===== config.mk =====
export PLATFORM = sky130hd
export DESIGN_NAME = mem_responder
export DESIGN_NICKNAME = d
export VERILOG_FILES = /design/src/rtl/mem_responder.sv
export SDC_FILE = /design/constraint.sdc
export NUM_CORES = 2
export LEC_CHECK = 0
export BUFFER_PORTS_ARGS = -buffer_cell sky130_fd_sc_hd__clkbuf_2
export CORE_UTILIZATION = 51
export DETAILED_ROUTE_END_ITERATION = 12
export GPL_TIMING_DRIVEN = 0
export PLACE_DENSITY = 0.69
export SYNTH_ARGS = -nofsm -noshare
export SYNTH_HDL_FRONTEND = slang
export SYNTH_SLANG_ARGS = --single-unit

===== constraint.sdc =====
create_clock -name clk -period 3.7 [get_ports clk]
set_clock_uncertainty 0.05 [all_clocks]
set_input_delay 0.74 -clock clk [delete_from_list [all_inputs] [get_ports clk]]
set_output_delay 0.74 -clock clk [all_outputs]
set_load 0.005 [all_outputs]

===== src/rtl/mem_responder.sv =====
// ---------------------------------------------------------------------------
// mem_responder
// Single-port memory model that answers one processor request at a time.
// A request seen in IDLE is captured, held for WAIT_STATES extra cycles,
// performed on the access edge, and acknowledged by a one-cycle mem_ready
// pulse. Out-of-range and read+write-conflict accesses complete with normal
// latency but raise err. Requests arriving while busy are ignored and set the
// sticky drop flag.
//
// Handshake: a request is taken on any posedge where state is IDLE and
// MemRead or MemWrite is high; there is no request-side ready. The requester
// must treat mem_busy as "not accepting" and wait for the mem_ready pulse,
// which fires exactly once per accepted request.
//
// Ports
//   clk          clock, all state changes on posedge
//   rst          asynchronous active-low reset
//   MemRead      read request, sampled in IDLE
//   MemWrite     write request, sampled in IDLE
//   addr[15:0]   word address, captured with the request
//   wdata[15:0]  write data, captured with the request
//   rdata[15:0]  registered read data, held until the next completed read
//   mem_ready    one-cycle completion pulse
//   mem_busy     high whenever the FSM is not IDLE
//   err          one-cycle fault pulse, coincident with mem_ready
//   drop         sticky: a request arrived while busy
//   dbg_state_o  current FSM state (0 IDLE, 1 WAIT, 2 DONE)
// ---------------------------------------------------------------------------
module mem_responder #(
    parameter int WAIT_STATES = 2,
    parameter int DEPTH       = 256
) (
    input  logic        clk,
    input  logic        rst,
    input  logic        MemRead,
    input  logic        MemWrite,
    input  logic [15:0] addr,
    input  logic [15:0] wdata,
    output logic [15:0] rdata,
    output logic        mem_ready,
    output logic        mem_busy,
    output logic        err,
    output logic        drop,
    output logic [1:0]  dbg_state_o
);

    localparam int          AW      = (DEPTH > 1) ? $clog2(DEPTH) : 1;
    localparam logic [3:0]  WS      = 4'(WAIT_STATES);
    localparam logic [31:0] DEPTH_U = 32'(DEPTH);

    typedef enum logic [1:0] {
        S_IDLE = 2'd0,
        S_WAIT = 2'd1,
        S_DONE = 2'd2
    } state_t;

    state_t      state_q, state_d;
    logic [3:0]  cnt_q, cnt_d;
    logic [15:0] addr_q, addr_d;
    logic [15:0] wdata_q, wdata_d;
    logic        op_rd_q, op_rd_d;
    logic        op_wr_q, op_wr_d;
    logic [15:0] rdata_q, rdata_d;
    logic        ready_q, ready_d;
    logic        err_q, err_d;
    logic        drop_q, drop_d;

    // Array is intentionally outside reset so contents survive it.
    logic [15:0] mem_q [DEPTH];

    logic          req;
    logic          access;
    logic          oor;
    logic          conflict;
    logic [AW-1:0] idx;

    assign req      = MemRead | MemWrite;
    assign access   = (state_q == S_WAIT) && (cnt_q == 4'd0);
    assign oor      = {16'd0, addr_q} >= DEPTH_U;
    assign conflict = op_rd_q & op_wr_q;
    assign idx      = addr_q[AW-1:0];

    // State register and captured request / output registers.
    always_ff @(posedge clk or negedge rst) begin
        if (!rst) begin
            state_q <= S_IDLE;
            cnt_q   <= 4'd0;
            addr_q  <= 16'd0;
            wdata_q <= 16'd0;
            op_rd_q <= 1'b0;
            op_wr_q <= 1'b0;
            rdata_q <= 16'd0;
            ready_q <= 1'b0;
            err_q   <= 1'b0;
            drop_q  <= 1'b0;
        end else begin
            state_q <= state_d;
            cnt_q   <= cnt_d;
            addr_q  <= addr_d;
            wdata_q <= wdata_d;
            op_rd_q <= op_rd_d;
            op_wr_q <= op_wr_d;
            rdata_q <= rdata_d;
            ready_q <= ready_d;
            err_q   <= err_d;
            drop_q  <= drop_d;
        end
    end

    // Next-state logic.
    always_comb begin
        state_d = state_q;
        case (state_q)
            S_IDLE:  if (req) state_d = S_WAIT;
            S_WAIT:  if (cnt_q == 4'd0) state_d = S_DONE;
            S_DONE:  state_d = S_IDLE;
            default: state_d = S_IDLE;
        endcase
    end

    // Datapath / output next values. ready and err are computed on the
    // access edge so their registered versions line up with DONE.
    always_comb begin
        cnt_d   = cnt_q;
        addr_d  = addr_q;
        wdata_d = wdata_q;
        op_rd_d = op_rd_q;
        op_wr_d = op_wr_q;
        rdata_d = rdata_q;
        ready_d = 1'b0;
        err_d   = 1'b0;
        drop_d  = drop_q | (req && (state_q != S_IDLE));
        case (state_q)
            S_IDLE: begin
                if (req) begin
                    cnt_d   = WS;
                    addr_d  = addr;
                    wdata_d = wdata;
                    op_rd_d = MemRead;
                    op_wr_d = MemWrite;
                end
            end
            S_WAIT: begin
                if (cnt_q != 4'd0) begin
                    cnt_d = cnt_q - 4'd1;
                end else begin
                    ready_d = 1'b1;
                    if (conflict) begin
                        err_d = 1'b1;
                    end else if (oor) begin
                        err_d = 1'b1;
                        if (op_rd_q) rdata_d = 16'h0000;
                    end else if (op_rd_q) begin
                        rdata_d = mem_q[idx];
                    end
                end
            end
            default: ;
        endcase
    end

    // Array write; gated by state_q so an aborted access never lands.
    always_ff @(posedge clk) begin
        if (access && op_wr_q && !op_rd_q && !oor) begin
            mem_q[idx] <= wdata_q;
        end
    end

    assign rdata       = rdata_q;
    assign mem_ready   = ready_q;
    assign err         = err_q;
    assign drop        = drop_q;
    assign mem_busy    = (state_q != S_IDLE);
    assign dbg_state_o = state_q;

endmodule


# Yosys cells after proc, flatten, opt, wreduce, memory -nomap -nowiden
# Memories as Yosys holds them, arrays and structs flattened.
# Index checks and enable logic that the tools add are counted.
# op_classes
addsub,1
multipliers,0
n_div,0
n_lt_le_gt_ge,1
eq_ne,4
n_shift,0
mux,17
bitwise,5
n_reduce_logical,16
# op_table
operator,n
16-bit 2-to-1 mux,3
"16-bit by 9-bit >= comparator with 1-bit output, second input constant",1
1-bit 2-to-1 mux,8
4-bit 2-to-1 mux,2
4-bit case mux with 2 select lines,1
1-bit logical AND,5
4-bit logical NOT,1
2-bit 2-to-1 mux,2
"2-bit by 1-bit inequality test with 1-bit output, second input constant",2
2-bit case mux with 2 select lines,1
2-bit AND reduction,2
4-bit AND reduction,1
2-bit nonzero test,2
4-bit nonzero test,1
"4-bit by 1-bit subtractor with 4-bit output, second input constant",1
3-bit AND reduction,1
"2-bit by 1-bit equality test with 1-bit output, second input constant",1
1-bit logical NOT,2
2-bit logical NOT,1
"2-bit inequality test, second input constant",1
1-bit NOT,2
1-bit OR,2
1-bit AND,1
# totals
register_bits,59
latchBits,0
ramBits,4096
romBits,0
input_bits,36
out_inout_bits,22
wordCells,55
mem_count,1
# memory_table
memory,depth,width,read_ports,rd_ports_with_merged_regs,write_ports,line_no,rtl
mem_q,256,16,1,0,1,69,logic [15:0] mem_q [DEPTH];

# Logic depth before layout (Yosys ltp)
# depth
ltp_word,7
mapped_depth,12

# Least setup slack after synthesis
# Ideal clock, no wire load.
# synth_timing
kind,register to register
from,register wdata_q[0]
to,memory mem_q[0][0] (data pin)
arrival_time_ps,3183
t_required_ps,2846
path_slack_ps,-337
path_stages_with_launch,1
cell_sequence,dfrtp_1
# synth_rtl
element,line_no,rtl
"start, declared",60,"logic [15:0] wdata_q, wdata_d;"
"start signal, assigned",100,wdata_q <= wdata_d;
"end, declared",69,
# Straight into the memory's write port.

# Worst setup path in the final report
# layout_timing
from,register addr_q[3]
to,register rdata_q[5] (netlist: rdata[5])
# layout_between
elab_chain_cells,3
elab_cells_between_ends,4
classes_between,1 x order compare; 2 x mux; 1 x memory
# layout_rtl
element,line_no,rtl
"start, declared",59,"logic [15:0] addr_q, addr_d;"
"start signal, assigned",99,addr_q <= addr_d;
memory read 256 x 16 bit,n/a,
16-bit 2-to-1 mux,153,end else if (op_rd_q) begin
16-bit 2-to-1 mux *,150,end else if (oor) begin
"end signal, assigned",103,rdata_q <= rdata_d;
"end, declared",63,"logic [15:0] rdata_q, rdata_d;"
# Every way passes the cells marked *; elsewhere a longest branch is shown, timed or not. The select of a mux whose other input is x is not followed.
# A chain may end at the register's enable or synchronous reset.

==> impl_metrics.json <==
{
  "final_util_pct": 61.3,
  "die_y_um": 561,
  "total_power_mw": 151,
  "ys_seq_elements": 4155,
  "port_buffers": 57,
  "crit_arrival_ns": 4.70,
  "setup_viol": 233,
  "initial_core_util_pct": 51.5,
  "final_common_cell": "edfxtp_1",
  "crit_chain": "buf_4 -> buf_4 -> buf_4 -> clkbuf_4 -> o211ai_1 -> a41oi_2 -> a311oi_4 -> a211oi_1",
  "regToRegEndpoint": "rdata[5]",
  "grt_pass1_wl_mm": 679,
  "ys_async_sr_fraction_pct": 1.42,
  "maxSlewViolCount": 22,
  "gp_congestion": 0.971,
  "startpoint_type": "flip-flop",
  "hold_viol": 0,
  "first_pass_iters": 8,
  "cap_violations": 2,
  "clkSinkCount": 4155,
  "holdPathStages": 3,
  "min_period_over_period_pct": 105,
  "cts_tree": "done",
  "worstMarginPinSlew_ns": 1.55,
  "clock_latency_ns": 1.00,
  "cts_buffer_depth": 4,
  "grt_pass1_vias": 85200,
  "drive_gt1_share_pct": 29.6,
  "finalWorstSetupSlack_ns": -0.201,
  "rr_startpoint": "addr_q[3]",
  "outcome": "finished with violations",
  "drt_iter0_drc": 14700,
  "crit_type": "flip-flop to flip-flop",
  "synth_ff_type": "edfxtp_1",
  "routedWlPerCell_um": 38.2,
  "failed_checks": "max-capacitance violations, max-slew violations, negative setup slack",
  "crit_end": "rdata[5]",
  "avgSynthCellArea_um2": 20.7,
  "syn_nets": 7726,
  "worstPathMaxFanout": 11,
  "rsz0062_at_grt": "true",
  "hpwl_mm": 334,
  "die_w_um": 561,
  "path_clk_slew_ns": 0.06,
  "fmax_ghz": 0.256,
  "slowest_delay_ns": 0.65,
  "grt_max_degree": 96,
  "synth.distinct_cells": 60,
  "grt_overflow_total": 0,
  "die-area_um2": 315000,
  "ys_seq_area_share_pct": 78.0,
  "max_slew_margin_pct": -3.50,
  "cts_root_buf": "clkbuf_16",
  "leakage_nw": 60.2,
  "numCtsBuffers": 412,
  "netlist_instances": 7689,
  "min_period_ns": 3.90,
  "pre_cts_ws_ns": -3.21,
  "critPathLaunch": "addr_q[3]",
  "rrSetupSlack_ns": -0.20,
  "mostFrequentLayoutCells": "edfxtp_1, mux4_2, mux2i_1, clkbuf_16, a22oi_1",
  "synth_edf_count": 4096,
  "critPathRequiredTime_ns": 4.50,
  "routed_via_density": 6.65,
  "layout.nets": 8656,
  "core-area_um2": 310000,
  "wl_mm": 500,
  "syn_area_um2": 159000,
  "crit_path_top_delay_cell": "o211ai_1",
  "end_kind": "flip-flop",
  "hold_slack_ns": 0.0331,
  "yosysWarnings": 0,
  "powerDensity_nw_per_um2": 795,
  "hp-class": "input pin to flip-flop",
  "critPathMostFrequentCell": "buf_4",
  "r2r.worst_path.cells": 8,
  "antenna_left": 0,
  "peakVddDrop_mv": 0.644,
  "grt_usage_pct": 31.5,
  "num_vias": 87100,
  "syn_to_final_growth_pct": 19.2,
  "std_cell_rows": 204,
  "drcViolationCount": 0,
  "antenna_found_initial": 28,
  "htreeDepth": 5,
  "ios": 58
}
## critical path: cells and delay by family (launching register included)
kind	cells	cell delay (ns)
DFF	1	0.55
buffers and inverters	4	1.29
AOI/OAI and AO/OA	4	1.84
## repair_timing
action | 4_1_cts | 5_1_grt
pin swaps | 142 | 42
hold buffers | 28 | 0
gates resized for setup | 827 | 215
cloned | 0 | 1
setup endpoints to repair | 4112 | 1422
setup buffers | 178 | 47
hold endpoints to repair | 86 | 0
## logic make-up (layout without fill, tap and decap cells)
group | count (synthesis) | in the layout | share of synthesized area (%)
DFF | 4155 | 4155 | 78.0
xor gates and xnor gates | 3 | 3 | 0.0165
buffers and inverters | 476 | 1753 | 1.39
other | 0 | 10 | 0
adders and majority gates | 1 | 1 | 0.00784
and+or+nand+nor | 804 | 804 | 2.32
muxes | 1347 | 1347 | 14.2
AOI/OAI and AO/OA | 903 | 903 | 4.00
## power breakdown
part,internal [mW],switching (mW)
logic,15.9,33.7
clock network,23.0,18.2
registers,58.4,1.90
## per-layer routing
layer | vias to the layer above | part of all wire [%] | GRT usage (%) | routed length (µm)
met1 | 45200 | 34 | 40.6 | 172000
met5 | - | 0.010 | 0 | 52
met4 | 8 | 7.8 | 20.9 | 38900
met2 | 6428 | 45 | 47.5 | 226000
met3 | 1353 | 13 | 8.30 | 62500
li1 | 34100 | - | - | -
## metrics by stage
stage / setup TNS (ns) / cells / area, µm²
CTS: -3.68 / 13000 / 189000
global route: -0.295 / 13100 / 190000
detailed placement: -8408.40 / 12100 / 169000
finish: -9.45 / 13100 / 190000
floorplan: 0 / 7689 / 160000
global placement: - / 11900 / 165000
## Yosys cell counts, types with 50 or more instances
library cell | number | area share [%]
a21oi_1 | 143 | 0.45
a221oi_1 | 50 | 0.27
buf_2 | 166 | 0.52
clkbuf_1 | 214 | 0.50
nor2_1 | 294 | 0.69
o22ai_1 | 60 | 0.24
edfxtp_1 | 4096 | 77
dfrtp_1 | 59 | 0.93
a22oi_1 | 326 | 1.5
nand2_1 | 235 | 0.55
nand3_1 | 75 | 0.24
mux4_2 | 731 | 10
o21ai_0 | 67 | 0.21
mux2i_1 | 592 | 3.7
o211ai_1 | 63 | 0.30
## how the worst min path moves through the flow
| stage | start | end | slack, ns |
|---|---|---|---|
| final | addr[6] | addr_q[6] | 0.03 |
| after detailed placement | drop | drop | 0.42 |
| after CTS | addr[6] | addr_q[6] | 0.02 |
| after floorplan | rst | addr_q[0] | 0.39 |
| after global routing | addr[2] | addr_q[2] | 0.04 |
| after global placement | drop | drop | 0.41 |
## sequential cells by signal, indices dropped and copies added, names as in the netlist
signal	count
addr_q	16
wdata_q	16
dbg_state_o	2
drop	1
op_wr_q	1
rdata	16
mem_q	4096
cnt_q	4
op_rd_q	1
err	1
mem_ready	1
## cell type report
class / instances / area, µm²
sequential: 4155 / 125000
fill: 20900 / 120000
multi-input combinational: 3058 / 36100
clock buffer: 513 / 10800
timing repair buffer: 520 / 7450
tap: 4120 / 5150
buffer: 466 / 3610
clock inverter: 248 / 2400
inverter: 6 / 27.5
antenna: 10 / 25.0
(Power assumes the default switching activity.)
